<file path="src/rtl/uart_tx_byte.sv">
// 8N1 UART transmitter with a fixed clocks-per-bit divider and registered outputs.
// Define UART_TX_PARITY_EN to insert an even-parity bit between the data bits and the stop bit.
module uart_tx_byte #(
  parameter int CLK_DIV = 434
) (
  input  logic       clk_50m,
  input  logic       rst,
  input  logic       uart_tx_en,
  input  logic [7:0] uart_tx_data,
  output logic       uart_tx_done,
  output logic       uart_txd,
  output logic       uart_tx_busy
);

  localparam logic [15:0] LAST = 16'(CLK_DIV - 1);

  typedef enum logic [2:0] {
    IDLE   = 3'd0,
    START  = 3'd1,
    DATA   = 3'd2,
`ifdef UART_TX_PARITY_EN
    PARITY = 3'd3,
`endif
    STOP   = 3'd4
  } state_t;

  state_t      state;
  state_t      state_next;
  logic [15:0] cnt;
  logic [15:0] cnt_next;
  logic [2:0]  bit_idx;
  logic [2:0]  bit_idx_next;
  logic [7:0]  shift_reg;
  logic [7:0]  shift_next;
  logic        txd_next;
  logic        done_next;
  logic        busy_next;
  logic        bit_end;

  assign bit_end = (cnt == LAST);

  // State, counters and outputs all register together so the outputs line up with the state.
  always_ff @(posedge clk_50m) begin
    if (rst) begin
      state        <= IDLE;
      cnt          <= 16'd0;
      bit_idx      <= 3'd0;
      shift_reg    <= 8'd0;
      uart_txd     <= 1'b1;
      uart_tx_done <= 1'b0;
      uart_tx_busy <= 1'b0;
    end else begin
      state        <= state_next;
      cnt          <= cnt_next;
      bit_idx      <= bit_idx_next;
      shift_reg    <= shift_next;
      uart_txd     <= txd_next;
      uart_tx_done <= done_next;
      uart_tx_busy <= busy_next;
    end
  end

  always_comb begin
    state_next   = state;
    cnt_next     = 16'd0;
    bit_idx_next = 3'd0;
    shift_next   = shift_reg;
    if (state != IDLE) begin
      cnt_next = bit_end ? 16'd0 : cnt + 16'd1;
    end
    case (state)
      IDLE: begin
        if (uart_tx_en) state_next = START;
      end
      START: begin
        // Data is captured at the end of the start bit, not at the request.
        if (bit_end) begin
          state_next = DATA;
          shift_next = uart_tx_data;
        end
      end
      DATA: begin
        bit_idx_next = bit_idx;
        if (bit_end) begin
          bit_idx_next = bit_idx + 3'd1;
          if (bit_idx == 3'd7) begin
`ifdef UART_TX_PARITY_EN
            state_next = PARITY;
`else
            state_next = STOP;
`endif
          end
        end
      end
`ifdef UART_TX_PARITY_EN
      PARITY: begin
        if (bit_end) state_next = STOP;
      end
`endif
      STOP: begin
        if (bit_end) state_next = IDLE;
      end
      default: state_next = IDLE;
    endcase
  end

  // Outputs are decoded from the next state so the registered values match the state they belong to.
  always_comb begin
    txd_next  = 1'b1;
    busy_next = (state_next != IDLE);
    done_next = (state_next == STOP) && (cnt_next == LAST);
    case (state_next)
      START:  txd_next = 1'b0;
      DATA:   txd_next = shift_next[bit_idx_next];
`ifdef UART_TX_PARITY_EN
      PARITY: txd_next = ^shift_next;
`endif
      default: txd_next = 1'b1;
    endcase
  end

endmodule

</file>
<file path="config.mk">
export PLATFORM = sky130hd
export DESIGN_NAME = uart_tx_byte
export DESIGN_NICKNAME = d
export VERILOG_FILES = /design/src/rtl/uart_tx_byte.sv
export SDC_FILE = /design/constraint.sdc
export NUM_CORES = 1
export LEC_CHECK = 0
export CORE_UTILIZATION = 44
export CTS_CLUSTER_SIZE = 28
export DETAILED_ROUTE_END_ITERATION = 6
export SLEW_MARGIN = 5
export SYNTH_ARGS = -nofsm -noshare
export SYNTH_HDL_FRONTEND = slang
export SYNTH_SLANG_ARGS = --single-unit
</file>
<file path="constraint.sdc">
create_clock -name clk_50m -period 3.1 [get_ports clk_50m]
set_input_delay 0.93 -clock clk_50m [delete_from_list [all_inputs] [get_ports clk_50m]]
set_output_delay 0.93 -clock clk_50m [all_outputs]
set_load 0.02 [all_outputs]
</file>
==> run metrics <==
Final Critical Period=2.29 ns; Syn Area/Cell=8.76 µm²; post-synthesis async set-or-reset flop share=0; Slowest-stage cell, CP=dfxtp_1; buffer count from post-CTS setup fixing=0; GR Overflow Total=0; Max-slew headroom=0.640; Post-CTS Resized=0; vias=1403; ys flop type=dfxtp_1; Worst-path clk slew=0.07 ns; clock root cell=clkbuf_8; drc violations=0; most frequent cells in the layout=dfxtp_1 (33), nand2_1 (25), nor2_1 (21); nets=225; core footprint=3720 µm²; final hold vios=0; CTS Sinks=33; CTS tree=yes; DP Wirelength=2510 µm; port bufs=13; Leak=0.676 nW; Slew @ Worst Pin=0.537 ns; #FFs+latches synth=33; first-pass GRT wire length=6040 µm; hold_ws=0.451 ns; run status=finished, final reports clean; startpoint types=flop; critical path required time=3.26 ns; hold crit path type=reg2reg; Max Clk Rate=437 MHz; Post-Route WL=3510 µm; reg2reg path depth=7; Netlist cell types=47; die height=64.8 µm; critical path class=reg2reg; gr usage total=0.191; drt initial violations=73; Slew Viols, Final=0; Syn Nets=213; critical path peak fanout=11; max reg flops=16; overall die width=64.8 µm; post-route design area=1980 µm²; Placed Area=1870 µm²; EDFF count, synth=0; Cell Area, Synth=1730 µm²; clk buf depth=2; vias per std cell=5.42; Initial Util=0.467; most common cell after layout, fill and taps aside=dfxtp_1; Fin Clk Skew=0.00764 ns; Tcrit/Tclk final=0.737; clock latency on the worst-skew pair=0.28 ns; Routed Antenna Nets=0; endpoints failing setup=0; sequential fraction of the synthesis area=0.381; reg2reg start=cnt[0]; RR Endpoint=uart_txd; maximum VDD drop=0.278 mV; max incr delay on CP=0.42 ns; crit path DAT=2.45 ns; largest net degree at the start of global routing=15; RSZ-0062 raised after global routing=no; Syn Inst Count=198; gpl congestion=0.870; H-tree levels=2; Crit. End Element=flop; antenna fix cells=0; Worst Setup EP=uart_txd; Area Growth Syn to Fin=14.4%; DR WL/cell=13.6 µm; PwrDens=444 nW/µm²; Initial DRT Pass Iterations=4; # rows=22; Warnings, synthesis=0; setup_tns=0 ns; dpl ws=0.770 ns; Top Ports=14; CP Launch Point=cnt[0]; vias in the first global route=1291; layout cells sized above 1=0.0948; # hold bufs at CTS=0; antenna violations before repair=0; CTS Buf Count=5; max-cap viol count=0; fin worst setup slack=0.814 ns; die area=4200 µm²; R2R Setup Slk=0.81 ns; CP Cell Sequence=ha_1 > nor4b_1 > and4_4 > mux2_4 > mux2_1 > a22oi_1 > a31oi_1
[report_power, final]
group / leakage [nW] / internal [W] / switching (W)
clock: 0.0585 / 0.000262 / 0.000153
combinational: 0.350 / 0.0000191 / 0.0000150
sequential: 0.267 / 0.000428 / 0.00000420
[cell usage after synthesis, types with 4 or more instances]
cell type | count | share of area
nand2_1 | 25 | 0.054
nand4_1 | 5 | 0.018
nor2_1 | 21 | 0.045
a21oi_1 | 10 | 0.029
buf_6 | 4 | 0.026
and3_1 | 6 | 0.022
nand3_1 | 9 | 0.026
nor3_1 | 4 | 0.012
inv_1 | 5 | 0.011
dfxtp_1 | 33 | 0.38
nor4_1 | 4 | 0.014
xor2_1 | 7 | 0.035
ha_1 | 4 | 0.029
xnor2_1 | 9 | 0.045
clkbuf_1 | 5 | 0.011
nand3b_1 | 4 | 0.017
or3_1 | 4 | 0.014
[per-stage QoR]
step / utilization / cells / total power [W]
after floorplan: - / 198 / 0.000457
after global placement: 0.503 / 251 / 0.000475
after detailed placement: 0.503 / 251 / 0.000476
after CTS: 0.534 / 259 / 0.000892
after global routing: 0.534 / 259 / 0.000913
final: 0.534 / 259 / 0.000880
[worst min-delay path by stage]
stage / startpoint / to / slack [ns] / cells past startpoint
after global placement: shift_reg[1] / shift_reg[1] / 0.44 / 2
after detailed placement: shift_reg[2] / shift_reg[2] / 0.44 / 2
after CTS: shift_reg[2] / shift_reg[2] / 0.45 / 2
final: shift_reg[1] / shift_reg[1] / 0.45 / 2
after floorplan: shift_reg[1] / shift_reg[1] / 0.43 / 2
after global routing: shift_reg[6] / shift_reg[6] / 0.48 / 2
[worst max-delay path: cells and delay by family, from the launching register on]
kind,cells,cell delay (ns)
compound gates,2,0.26
flops,1,0.42
mux,2,0.70
fa+ha+maj,1,0.19
simple gates,2,0.59
[routing by layer]
metal  wire (µm)  vias to the layer above  global-route usage
met4          71                        0              0.0778
met5           0                        -                   0
met1        1810                      645               0.261
met2        1490                       20               0.281
met3         137                        8              0.0528
li1            -                      730                   -
[cell type report]
| cell class | count | area (µm²) |
|---|---|---|
| repair buffers | 14 | 138 |
| clock inverters | 1 | 30.0 |
| fillers | 364 | 1730 |
| multi-input cells | 151 | 991 |
| inverters | 5 | 18.8 |
| flip-flops and latches | 33 | 661 |
| well taps | 48 | 60.1 |
| clock buffers | 7 | 86.3 |
[logic make-up after synthesis]
| group | synth area share |
|---|---|
| compound gates | 0.110 |
| xor+xnor | 0.0808 |
| fa+ha+maj | 0.0289 |
| buf+inv | 0.0476 |
| flops | 0.381 |
| mux | 0.0339 |
| simple gates | 0.317 |
(Power assumes the default switching activity.)
